**config.mk**
```make
export PLATFORM = sky130hd
export DESIGN_NAME = frame_top2_reporter_flat
export DESIGN_NICKNAME = d
export VERILOG_FILES = /design/src/rtl/frame_top2_reporter_if.sv /design/src/rtl/frame_top2_reporter.sv /design/src/flat_wrapper.sv
export SDC_FILE = /design/constraint.sdc
export NUM_CORES = 1
export LEC_CHECK = 0
export BUFFER_PORTS_ARGS = -buffer_cell sky130_fd_sc_hd__buf_2
export CAP_MARGIN = 20
export CORE_AREA = 8 8 68 70
export CTS_CLUSTER_DIAMETER = 200
export DETAILED_ROUTE_END_ITERATION = 16
export DIE_AREA = 0 0 76 78
export PLACE_DENSITY = 0.82
export SYNTH_ARGS = -nofsm -noshare
export SYNTH_HDL_FRONTEND = slang
export SYNTH_SLANG_ARGS = --single-unit
```
**constraint.sdc**
```tcl
create_clock -name clk -period 4.35 [get_ports clk]
set_clock_uncertainty 0.05 [all_clocks]
set_input_delay 0.2175 -clock clk [delete_from_list [all_inputs] [get_ports clk]]
set_output_delay 0.2175 -clock clk [all_outputs]
set_load 0.05 [all_outputs]
```
**src/rtl/frame_top2_reporter_if.sv**
```systemverilog
// Sample-in / result-out handshake bundle for frame_top2_reporter.
// The in_flush member exists only when TOP2_EARLY_FLUSH_EN is defined.
interface frame_top2_reporter_if #(
  parameter int DATA_WIDTH = 8
);
  logic                  in_valid;
  logic [DATA_WIDTH-1:0] in_data;
  logic                  in_ready;
  logic                  out_valid;
  logic [DATA_WIDTH-1:0] out_data;
  logic                  out_last;
  logic                  out_ready;
`ifdef TOP2_EARLY_FLUSH_EN
  logic                  in_flush;
`endif

  // Source of samples and sink of results.
  modport master (
    output in_valid,
    output in_data,
    input  in_ready,
    input  out_valid,
    input  out_data,
    input  out_last,
`ifdef TOP2_EARLY_FLUSH_EN
    output in_flush,
`endif
    output out_ready
  );

  // The reporter block itself.
  modport slave (
    input  in_valid,
    input  in_data,
    output in_ready,
    output out_valid,
    output out_data,
    output out_last,
`ifdef TOP2_EARLY_FLUSH_EN
    input  in_flush,
`endif
    input  out_ready
  );
endinterface

```
**src/rtl/frame_top2_reporter.sv**
```systemverilog
// Per-frame largest / second-largest distinct value tracker; emits max1 then max2.
// Optional early frame termination via in_flush when TOP2_EARLY_FLUSH_EN is defined.
module frame_top2_reporter #(
  parameter int DATA_WIDTH = 8,
  parameter int FRAME_LEN  = 8
) (
  input  logic                 clk,
  input  logic                 rst,
  frame_top2_reporter_if.slave bus
);
  localparam int CW = $clog2(FRAME_LEN + 1);

  typedef enum logic [1:0] {
    COLLECT   = 2'd0,
    SEND_MAX1 = 2'd1,
    SEND_MAX2 = 2'd2
  } state_t;

  state_t                r_state;
  logic [CW-1:0]         r_count;
  logic [DATA_WIDTH-1:0] r_max1;
  logic [DATA_WIDTH-1:0] r_max2;
  logic                  r_out_valid;
  logic [DATA_WIDTH-1:0] r_out_data;
  logic                  r_out_last;

  state_t                w_state_nxt;
  logic [CW-1:0]         w_count_nxt;
  logic [CW-1:0]         w_count_inc;
  logic [DATA_WIDTH-1:0] w_max1_nxt;
  logic [DATA_WIDTH-1:0] w_max2_nxt;
  logic                  w_out_valid_nxt;
  logic [DATA_WIDTH-1:0] w_out_data_nxt;
  logic                  w_out_last_nxt;
  logic                  w_accept;
  logic                  w_end;

  assign bus.in_ready  = (r_state == COLLECT);
  assign bus.out_valid = r_out_valid;
  assign bus.out_data  = r_out_data;
  assign bus.out_last  = r_out_last;

  assign w_accept    = bus.in_valid && (r_state == COLLECT);
  assign w_count_inc = r_count + 1'b1;

  always_comb begin
    w_state_nxt     = r_state;
    w_count_nxt     = r_count;
    w_max1_nxt      = r_max1;
    w_max2_nxt      = r_max2;
    w_out_valid_nxt = r_out_valid;
    w_out_data_nxt  = r_out_data;
    w_out_last_nxt  = r_out_last;
    w_end           = 1'b0;
    case (r_state)
      COLLECT: begin
        if (w_accept) begin
          w_count_nxt = w_count_inc;
          if (r_count == '0) begin
            w_max1_nxt = bus.in_data;
            w_max2_nxt = '0;
          end else if (bus.in_data > r_max1) begin
            w_max2_nxt = r_max1;
            w_max1_nxt = bus.in_data;
          end else if ((bus.in_data < r_max1) && (bus.in_data > r_max2)) begin
            w_max2_nxt = bus.in_data;
          end
          if (w_count_inc == CW'(FRAME_LEN)) w_end = 1'b1;
        end
`ifdef TOP2_EARLY_FLUSH_EN
        // A flush is meaningful only if the frame holds at least one sample.
        if (bus.in_flush && (w_accept || (r_count != '0))) w_end = 1'b1;
`endif
        // The first result word carries the max1 that includes this edge's sample.
        if (w_end) begin
          w_state_nxt     = SEND_MAX1;
          w_out_valid_nxt = 1'b1;
          w_out_data_nxt  = w_max1_nxt;
          w_out_last_nxt  = 1'b0;
        end
      end
      SEND_MAX1: begin
        if (bus.out_ready) begin
          w_state_nxt    = SEND_MAX2;
          w_out_data_nxt = r_max2;
          w_out_last_nxt = 1'b1;
        end
      end
      SEND_MAX2: begin
        if (bus.out_ready) begin
          w_state_nxt     = COLLECT;
          w_count_nxt     = '0;
          w_out_valid_nxt = 1'b0;
          w_out_last_nxt  = 1'b0;
        end
      end
      default: begin
        w_state_nxt = COLLECT;
      end
    endcase
  end

  always_ff @(posedge clk or negedge rst) begin
    if (!rst) begin
      r_state     <= COLLECT;
      r_count     <= '0;
      r_max1      <= '0;
      r_max2      <= '0;
      r_out_valid <= 1'b0;
      r_out_data  <= '0;
      r_out_last  <= 1'b0;
    end else begin
      r_state     <= w_state_nxt;
      r_count     <= w_count_nxt;
      r_max1      <= w_max1_nxt;
      r_max2      <= w_max2_nxt;
      r_out_valid <= w_out_valid_nxt;
      r_out_data  <= w_out_data_nxt;
      r_out_last  <= w_out_last_nxt;
    end
  end
endmodule

```
**src/flat_wrapper.sv**
```systemverilog
// flat-port wrapper written by rule: the top's interface ports become plain ports
module frame_top2_reporter_flat 
#(
  parameter int DATA_WIDTH = 8,
  parameter int FRAME_LEN  = 8
)
  (clk, rst, bus_in_valid, bus_in_data, bus_in_ready, bus_out_valid, bus_out_data, bus_out_last, bus_out_ready);
  frame_top2_reporter_if #(.DATA_WIDTH(DATA_WIDTH)) bus_i ();
  input  logic clk;
  input  logic rst;
  input wire logic [$bits(bus_i.in_valid)-1:0] bus_in_valid;
  input wire logic [$bits(bus_i.in_data)-1:0] bus_in_data;
  output wire logic [$bits(bus_i.in_ready)-1:0] bus_in_ready;
  output wire logic [$bits(bus_i.out_valid)-1:0] bus_out_valid;
  output wire logic [$bits(bus_i.out_data)-1:0] bus_out_data;
  output wire logic [$bits(bus_i.out_last)-1:0] bus_out_last;
  input wire logic [$bits(bus_i.out_ready)-1:0] bus_out_ready;
  assign bus_i.in_valid = bus_in_valid;
  assign bus_i.in_data = bus_in_data;
  assign bus_in_ready = bus_i.in_ready;
  assign bus_out_valid = bus_i.out_valid;
  assign bus_out_data = bus_i.out_data;
  assign bus_out_last = bus_i.out_last;
  assign bus_i.out_ready = bus_out_ready;
  frame_top2_reporter #(.DATA_WIDTH(DATA_WIDTH), .FRAME_LEN(FRAME_LEN)) u_core (.clk(clk), .rst(rst), .bus(bus_i));
endmodule
```
==> results of run 1 <==
-- metrics by stage --
stage                     hold slack, ns  cell area (um2)
after detailed placement           0.260             2280
after floorplan                   -0.128             2150
final                             0.0710             2370
after global routing              0.0630             2370
after CTS                         0.0543             2370
after global placement             0.264             2280
-- state kept, by name (all words and copies together) (netlist names) --
signal / flops
u_core.bus.out_data: 8
u_core.r_max2: 8
u_core.bus.out_valid: 1
u_core.r_count: 4
u_core.bus.out_last: 1
u_core.r_state: 2
u_core.r_max1: 8
-- power by group --
group / switching (mW) / total, mW / internal, mW
sequential: 0.120 / 0.555 / 0.434
combinational: 0.578 / 1.02 / 0.445
clock: 0.104 / 0.225 / 0.120
total: 0.803 / 1.80 / 1.00
-- kinds of logic (layout without fill, tap and decap cells) --
group / after synthesis / count (layout)
simple gates: 76 / 76
xor+xnor: 2 / 2
mux: 26 / 26
flops: 32 / 32
compound gates: 36 / 36
fa+ha+maj: 19 / 19
buf+inv: 28 / 52
-- Yosys cell counts (2+ instances only) --
cell,count
dfrtp_1,32
and3_1,8
o21ai_0,8
mux2i_1,10
inv_1,19
nand3_1,9
o311a_1,8
nor2_1,5
o21a_1,2
a21oi_1,8
clkbuf_1,6
mux2_2,8
nand4_1,6
o211ai_1,2
ha_1,19
xnor2_1,2
nand2_1,30
nand2b_1,10
buf_6,2
mux2_4,8
nor2b_1,3
-- area by class of cell --
type                            instances  area, um2  area share [%]
Clock buffer                            6       41.3            1.74
Inverter                               19       71.3            3.01
Tap cell                               48       60.1            2.54
Clock inverter                          2       35.0            1.48
Multi-Input combinational cell        159       1220            51.7
Sequential cell                        32        801            33.8
Timing Repair Buffer                   25        135            5.71
-- placed cells by master (no fill, tap or decap) --
cell type      instances
ha_1                  19
o211ai_1               2
nand2b_1              10
nand2_1               30
clkbuf_4               5
nor3b_1                1
buf_4                  2
buf_2                 22
xnor2_1                2
a211oi_1               1
mux2_4                 8
nor3_4                 1
or3_1                  1
o21ai_2                1
a2bb2oi_4              1
a21o_1                 1
clkinv_2               1
and2_0                 1
nand4_1                6
a21oi_2                1
o21ai_0                8
mux2_2                 8
o311a_1                8
inv_1                 19
mux2i_1               10
nor2b_1                3
clkbuf_1               1
o2111ai_1              1
nand3_1                9
nor3_1                 1
dfrtp_1               32
a32o_1                 1
o21a_1                 2
a21oi_1                8
nor2_1                 5
dlygate4sd3_1          1
bufinv_16              1
and3_1                 8
o21ai_1                1
-- metal layers --
layer	vias up	track usage, %
li1	821	-
met4	0	6.47
met5	-	0
met2	33	28.3
met3	9	4.49
met1	800	19.1
-- worst paths after layout --
kind                                            endpoint  slack [ns]  cells after the start
setup / recovery            u_core.r_max2[0]$_DFFE_PN0P_        1.65                      7
hold / removal             u_core.r_state[0]$_DFFE_PN0P_        0.07                      2
setup reg to reg            u_core.r_max2[0]$_DFFE_PN0P_        1.65                      7
hold reg to reg             u_core.r_max2[6]$_DFFE_PN0P_        0.47                      1
max in group asynchronous   u_core.r_max2[0]$_DFFE_PN0P_        3.37                      2
min in group asynchronous   u_core.r_max1[3]$_DFFE_PN0P_        0.42                      2
==> impl_metrics.json, run 1 <==
{
  "drtAntennaViolNets": 0,
  "cts_tree": "done",
  "drt_pass1_iterations": 4,
  "cts_buffers": 5,
  "powerDensity_nw_per_um2": 761,
  "synth_xor_area_share_pct": 0.816,
  "tightest_slew_ns": 0.723,
  "path_buf_inv": 1,
  "ys_ff_latch": 32,
  "vdd_drop_max_uv": 370,
  "dieArea_um2": 5930,
  "start_kind": "flop",
  "drc": 0,
  "endpoint_kind": "flop",
  "overflow": 0,
  "num_vias": 1663,
  "synth_fa_ha_area_share_pct": 11.1,
  "r2r-start": "u_core.r_count[0]$_DFFE_PN0P_",
  "cts.sinks": 32,
  "drv_slew": 0,
  "total_power_mw": 1.80,
  "die_x_um": 76,
  "grt_max_degree": 33,
  "grt_pass1_vias": 1714,
  "critPathMaxStageDelay_ns": 0.47,
  "drtIter0Drc": 134,
  "utilization_pct": 66.7,
  "final_hold_viol_count": 0,
  "ys.warnings.count": 0,
  "synth_compound_area_share_pct": 12.7,
  "vias_per_cell": 5.71,
  "clkSlewWorstSetupHoldPaths_ns": 0.10,
  "period_needed_ns": 2.70,
  "yosysUniqueCellTypes": 35,
  "yosysTopAreaCell": "dfrtp_1",
  "synth.net_count": 250,
  "final.setup.tns_ns": 0,
  "dr_wl_met2_um": 2350,
  "hold_start": "bus_out_ready",
  "grt.total_usage_pct": 16.5,
  "diodes": 0,
  "clock_path_buffers": 2,
  "cts_resized": 0,
  "numPortBuffers": 22,
  "synth_top_flop_cell": "dfrtp_1",
  "yosys.area_share.simple_pct": 18.0,
  "crit_type": "flop to flop",
  "htree_levels": 2,
  "die_h_um": 78,
  "grt_pass1_wl_um": 8030,
  "period_share_pct": 62.2,
  "cp_data_arrival_time_ns": 2.88,
  "placedCellCount": 282,
  "power_leakage_nw": 1.31,
  "fin_cells": 291,
  "min_path_type": "primary input to flop",
  "synthTopCellsByArea": "dfrtp_1, ha_1, mux2_4, nand2_1, mux2i_1",
  "syn_avg_cell_area_um2": 9.80,
  "crit_start": "u_core.r_count[0]$_DFFE_PN0P_",
  "status": "complete, no violations",
  "initial_core_util_pct": 60.5,
  "synth_cells": 219,
  "max-slew-margin-rel_pct": 51.8,
  "dp_slack_ns": 1.66,
  "cp.required_ns": 4.52,
  "syn_area_um2": 2150,
  "m1WireLength_um": 2060,
  "top_layer": "met4",
  "row_count": 22,
  "cap_violations": 0,
  "crit_fanout": 17,
  "fin_ws_ns": 1.65,
  "async_flop_share_pct": 100,
  "synth-seq-area-share_pct": 37.3,
  "rsz0062_at_grt": "false",
  "drive_above_1_share_pct": 21.0,
  "area_growth_pct": 10.3,
  "grt_antenna_before_repair": 0,
  "synth_edf_count": 0,
  "finalWirelength_um": 4660,
  "yosysTopAreaCellShare_pct": 37.3,
  "dpl.hpwl_um": 3570,
  "max_freq_mhz": 370,
  "setup_viol": 0,
  "yosys-mux-area-fraction_pct": 14.5,
  "path_delay_family": "compound AO/OA/AOI/OAI gates",
  "fill_cells": 295,
  "wl_met3_um": 170,
  "core_area_um2": 3550,
  "clock-root-buffer": "clkbuf_4",
  "insertion_delay_ns": 0.34,
  "avgRoutedWirePerCell_um": 16.0,
  "synth_top_family_by_area": "simple AND/OR/NAND/NOR gates",
  "crit_chain": "inv_1, ha_1, nand2_1, o21ai_1, a2bb2oi_4, o21a_1, mux2_2",
  "postCtsSetupRepairBufs": 0,
  "gp_congestion": 0.857,
  "nets": 273,
  "cp_slowest_cell": "dfrtp_1",
  "hold_buffers": 1,
  "ios": 23
}
Note: power is estimated with default switching activity, not from simulation.
==> run 2: changes to the inputs <==
Settings changed: CORE_AREA 8 8 68 70 to 8 8 73 75, DIE_AREA 0 0 76 78 to 0 0 81 83, PLACE_DENSITY 0.82 to 0.74.
Clock period 4.35 ns to 2.3 ns, I/O delays scaled along.
==> run 2 against run 1 <==
Critical path depth increased by 3. Via count increased by 8.5%. First-iteration DRC count decreased by 38%. Routed wire length increased by 15%. Clock-buffer cell count unchanged. Maximum frequency increased by 18%. Critical endpoint is now u_core.r_max2[3]$_DFFE_PN0P_. Critical path type unchanged. Sequential share of layout area decreased by 4.2 points. Sequential power increased by 84%. Register-to-register slack got worse by 1.6 ns. Core utilization decreased by 2.5 points.
==> impl_metrics.json, run 2 (synthesized netlist as in run 1, its figures left out) <==
{
  "htree_levels": 2,
  "placed_cell_area_um2": 2470,
  "drtIter0Drc": 83,
  "period_needed_ns": 2.30,
  "utilization_pct": 64.2,
  "grt_max_degree": 33,
  "tightest_slew_ns": 0.733,
  "die_x_um": 81,
  "cp_slowest_cell": "dfrtp_1",
  "cap_violations": 0,
  "critPathMaxStageDelay_ns": 0.38,
  "drtAntennaViolNets": 0,
  "fin_ws_ns": 0.00394,
  "core_area_um2": 4200,
  "clock_path_buffers": 2,
  "overflow": 0,
  "cp.required_ns": 2.42,
  "design_area_um2": 2700,
  "grt_pass1_vias": 1906,
  "power_leakage_nw": 1.48,
  "max-slew-margin-rel_pct": 51.1,
  "crit_chain": "inv_2, ha_4, nand4_1, nor2_2, o21ai_2, a2bb2oi_4, buf_6, o21a_1, buf_6, mux2_4",
  "cts_buffers": 5,
  "powerDensity_nw_per_um2": 1470,
  "max_freq_mhz": 436,
  "final_cell_mix": "dfrtp_1, nand2_1, buf_4",
  "crit_fanout": 5,
  "vdd_drop_max_uv": 742,
  "final_common_cell": "dfrtp_1",
  "vias_per_cell": 5.59,
  "endpoint_kind": "flop",
  "gp_congestion": 0.846,
  "finalWirelength_um": 5350,
  "hold_depth": 2,
  "drive_above_1_share_pct": 33.2,
  "status": "complete, no violations",
  "insertion_delay_ns": 0.29,
  "cp_data_arrival_time_ns": 2.41,
  "fill_cells": 349,
  "setup_viol": 0,
  "cts.sinks": 32,
  "final_hold_viol_count": 0,
  "cts_tree": "done",
  "avgRoutedWirePerCell_um": 16.6,
  "grt_antenna_before_repair": 0,
  "min_path_type": "primary input to flop",
  "numPortBuffers": 22,
  "drc": 0,
  "drt_pass1_iterations": 4,
  "final.setup.tns_ns": 0,
  "area_growth_pct": 25.8,
  "clock-root-buffer": "clkbuf_8",
  "diodes": 0,
  "clkSlewWorstSetupHoldPaths_ns": 0.07,
  "row_count": 24,
  "crit_type": "flop to flop",
  "start_kind": "flop",
  "nets": 302,
  "ios": 23,
  "total_power_mw": 3.96,
  "dieArea_um2": 6720,
  "rsz0062_at_grt": "true",
  "reg2reg_depth": 10,
  "grt_pass1_wl_um": 8910,
  "num_vias": 1804,
  "dp_slack_ns": -0.0707,
  "grt.total_usage_pct": 16.7,
  "die_h_um": 83,
  "dpl.hpwl_um": 3850,
  "drv_slew": 0,
  "initial_core_util_pct": 51.1,
  "worst_path_most_repeated_cell": "buf_6",
  "period_share_pct": 99.8
}
-- run 2: cell types whose count changed in the layout (fill, tap and decap cells not counted), sizes merged --
cell and delta:
buf +29, bufinv -1
-- run 2: per-stage QoR --
step	instances	hold WS (ns)
after floorplan	219	-0.231
after global placement	311	0.165
after detailed placement	311	0.172
after CTS	320	0.00242
after global routing	323	0.0357
final	323	0.00424
-- run 2: final timing paths --
check | from | endpoint | slack, ns
setup / recovery | u_core.r_max1[7]$_DFFE_PN0P_ | u_core.r_max2[3]$_DFFE_PN0P_ | 0.004
hold / removal | bus_out_ready | u_core.r_state[0]$_DFFE_PN0P_ | 0.004
setup reg to reg | u_core.r_max1[7]$_DFFE_PN0P_ | u_core.r_max2[3]$_DFFE_PN0P_ | 0.004
hold reg to reg | u_core.r_max2[6]$_DFFE_PN0P_ | u_core.r_max2[6]$_DFFE_PN0P_ | 0.46
max in group asynchronous | rst | u_core.r_max2[3]$_DFFE_PN0P_ | 1.35
min in group asynchronous | rst | u_core.r_max2[4]$_DFFE_PN0P_ | 0.37
-- run 2: per-layer routing --
| layer | track usage, % | routed length [um] | part of all wire [%] | up-vias |
|---|---|---|---|---|
| met3 | 3.88 | 177 | 3.3 | 10 |
| li1 | - | - | - | 879 |
| met4 | 6.67 | 88 | 1.6 | 0 |
| met2 | 27.6 | 2690 | 50 | 35 |
| met1 | 20.0 | 2390 | 45 | 880 |
| met5 | 0 | 0 | 0 | - |
-- run 2: power breakdown --
part           switching, mW  internal (mW)
clock                  0.206          0.205
combinational           1.28           1.25
sequential             0.195          0.824
total                   1.68           2.28
-- run 2: cell type report --
type	instances	area [um2]	share of cell area, %
Sequential cell	32	801	29.7
Inverter	19	71.3	2.64
Tap cell	52	65.1	2.41
Clock buffer	6	72.6	2.69
Clock inverter	1	5.00	0.185
Multi-Input combinational cell	159	1310	48.5
Timing Repair Buffer	54	375	13.9
-- run 2: critical path: cells and delay by family (launching register included) --
kind                       cells  cell delay, ns
and+or+nand+nor                2            0.40
AOI/OAI and AO/OA              3            0.43
muxes                          1            0.30
adders and majority gates      1            0.27
DFF                            1            0.38
buffers and inverters          3            0.35
-- run 2: what timing repair did --
item	in CTS	in global routing
endpoints found under the hold margin	32	0
setup buffers	1	4
setup endpoints to repair	15	16
hold buffers	1	0
resized for setup	5	16
pin swaps	6	14
==> run 3: changes to the inputs <==
Settings changed: CORE_AREA 8 8 73 75 to 8 8 81 83, DIE_AREA 0 0 81 83 to 0 0 89 91, PLACE_DENSITY 0.74 to default.
==> run 3 against run 2 <==
First-iteration DRC count grew 31%. Clock power grew 16%. Sequential share of layout area shrank 0.23 points. Core utilization shrank 13 points. Die area grew 20%. Critical path type unchanged. Critical endpoint is now u_core.bus.out_data[2]$_DFFE_PN0P_. Largest power group unchanged.
==> impl_metrics.json, run 3 (synthesized netlist as in run 1, its figures left out) <==
{
  "initial_core_util_pct": 40.2,
  "design_area_um2": 2720,
  "crit_start": "u_core.r_max1[5]$_DFFE_PN0P_",
  "placed_cell_area_um2": 2510,
  "crit_type": "flop to flop",
  "ios": 23,
  "drv_slew": 0,
  "finalWirelength_um": 5160,
  "cts_buffers": 5,
  "clock_path_buffers": 2,
  "cp_data_arrival_time_ns": 2.42,
  "area_growth_pct": 26.7,
  "diodes": 0,
  "period_share_pct": 99.9,
  "htree_levels": 2,
  "max_freq_mhz": 435,
  "grt_pass1_wl_um": 8540,
  "cts_tree": "done",
  "period_needed_ns": 2.30,
  "grt_max_degree": 33,
  "dpl.hpwl_um": 3800,
  "drtIter0Drc": 109,
  "crit_fanout": 8,
  "fill_cells": 528,
  "cp-endpoint": "u_core.bus.out_data[2]$_DFFE_PN0P_",
  "power_leakage_nw": 1.46,
  "utilization_pct": 51.0,
  "overflow": 0,
  "clkSlewWorstSetupHoldPaths_ns": 0.07,
  "cap_violations": 0,
  "grt_pass1_vias": 1798,
  "endpoint_kind": "flop",
  "vias_per_cell": 5.08,
  "insertion_delay_ns": 0.29,
  "r2r_end": "u_core.bus.out_data[2]$_DFFE_PN0P_",
  "cts.sinks": 32,
  "drc": 0,
  "final_hold_viol_count": 0,
  "min_path_type": "primary input to flop",
  "die_h_um": 91,
  "core_area_um2": 5340,
  "start_kind": "flop",
  "vdd_drop_max_uv": 660,
  "tightest_slew_ns": 0.734,
  "cp.required_ns": 2.42,
  "row_count": 27,
  "rsz0062_at_grt": "true",
  "gp_congestion": 0.785,
  "setup_viol": 0,
  "drt_pass1_iterations": 4,
  "worst_hold_slack_ns": 0.0244,
  "drtAntennaViolNets": 0,
  "ff_latch_area_um2": 801,
  "final.setup.tns_ns": 0,
  "grt_antenna_before_repair": 0,
  "r2r-start": "u_core.r_max1[5]$_DFFE_PN0P_",
  "max-slew-margin-rel_pct": 51.1,
  "drive_above_1_share_pct": 32.5,
  "total_power_mw": 3.89,
  "final_cell_mix": "dfrtp_1, nand2_1, buf_4",
  "clock-root-buffer": "clkbuf_8",
  "nets": 302,
  "avgRoutedWirePerCell_um": 15.0,
  "r2r_slack_ns": 0.002,
  "multi_input_area_um2": 1290,
  "grt.total_usage_pct": 13.6,
  "reg2reg_depth": 9,
  "die_x_um": 89,
  "final_common_cell": "dfrtp_1",
  "numPortBuffers": 22,
  "dieArea_um2": 8100,
  "powerDensity_nw_per_um2": 1430,
  "num_vias": 1741,
  "status": "complete, no violations"
}
run 3: cell count changes in the layout (fill, tap and decap cells not counted), sizes merged:
cell,delta
clkbuf,+1
clkinv,-1
run 3: final cells by class:
cell class                      instances  area share, %
Multi-Input combinational cell        159           47.3
Sequential cell                        32           29.4
Timing Repair Buffer                   54           13.8
Clock buffer                            7           3.54
Tap cell                               72           3.31
Inverter                               19           2.62
run 3: through the flow:
stage | worst slack (ns) | cells
after detailed placement | -0.0769 | 331
after global placement | -0.0679 | 331
final | 0.00162 | 343
after global routing | -0.111 | 343
after CTS | 0.0203 | 343
after floorplan | 0.00366 | 219
run 3: power by group:
group          leakage (nW)  switching [mW]  internal (mW)
logic                  1.01            1.22           1.18
clock network        0.0503           0.211          0.266
registers             0.402           0.183          0.824
run 3: repair_timing:
item,CTS,global route
endpoints found under the setup margin,9,16
pin swaps,14,2
hold endpoints to repair,32,0
setup buffers,4,0
gates resized for setup,6,7
hold buffers,1,0
run 3: per-layer routing:
layer,part of all wire [%],up-vias,routed length (um),global-route usage (%)
met4,1.1,0,56,4.02
met2,50,22,2560,22.4
met3,3.2,5,167,3.60
li1,-,877,-,-
met5,0,-,0,0
met1,46,837,2370,16.8
run 3: worst min path at each step:
stage	start	end	slack, ns	cells after the start
floorplan	rst	u_core.bus.out_data[0]$_DFFE_PN0P_	-0.23	0
global placement	rst	u_core.r_max2[6]$_DFFE_PN0P_	0.18	1
detailed placement	rst	u_core.r_max2[7]$_DFFE_PN0P_	0.17	1
CTS	bus_out_ready	u_core.r_state[0]$_DFFE_PN0P_	0.02	2
global route	bus_out_ready	u_core.r_state[0]$_DFFE_PN0P_	0.03	2
finish	bus_out_ready	u_core.r_state[0]$_DFFE_PN0P_	0.02	2
run 3: critical path, stage by stage, from the launching register on:
cell	delay (ns)
dfrtp_1	0.38
inv_2	0.05
ha_4	0.26
nand4_1	0.15
buf_4	0.19
o21ai_4	0.16
a2bb2oi_4	0.19
buf_12	0.16
mux2_4	0.31
o311a_1	0.29
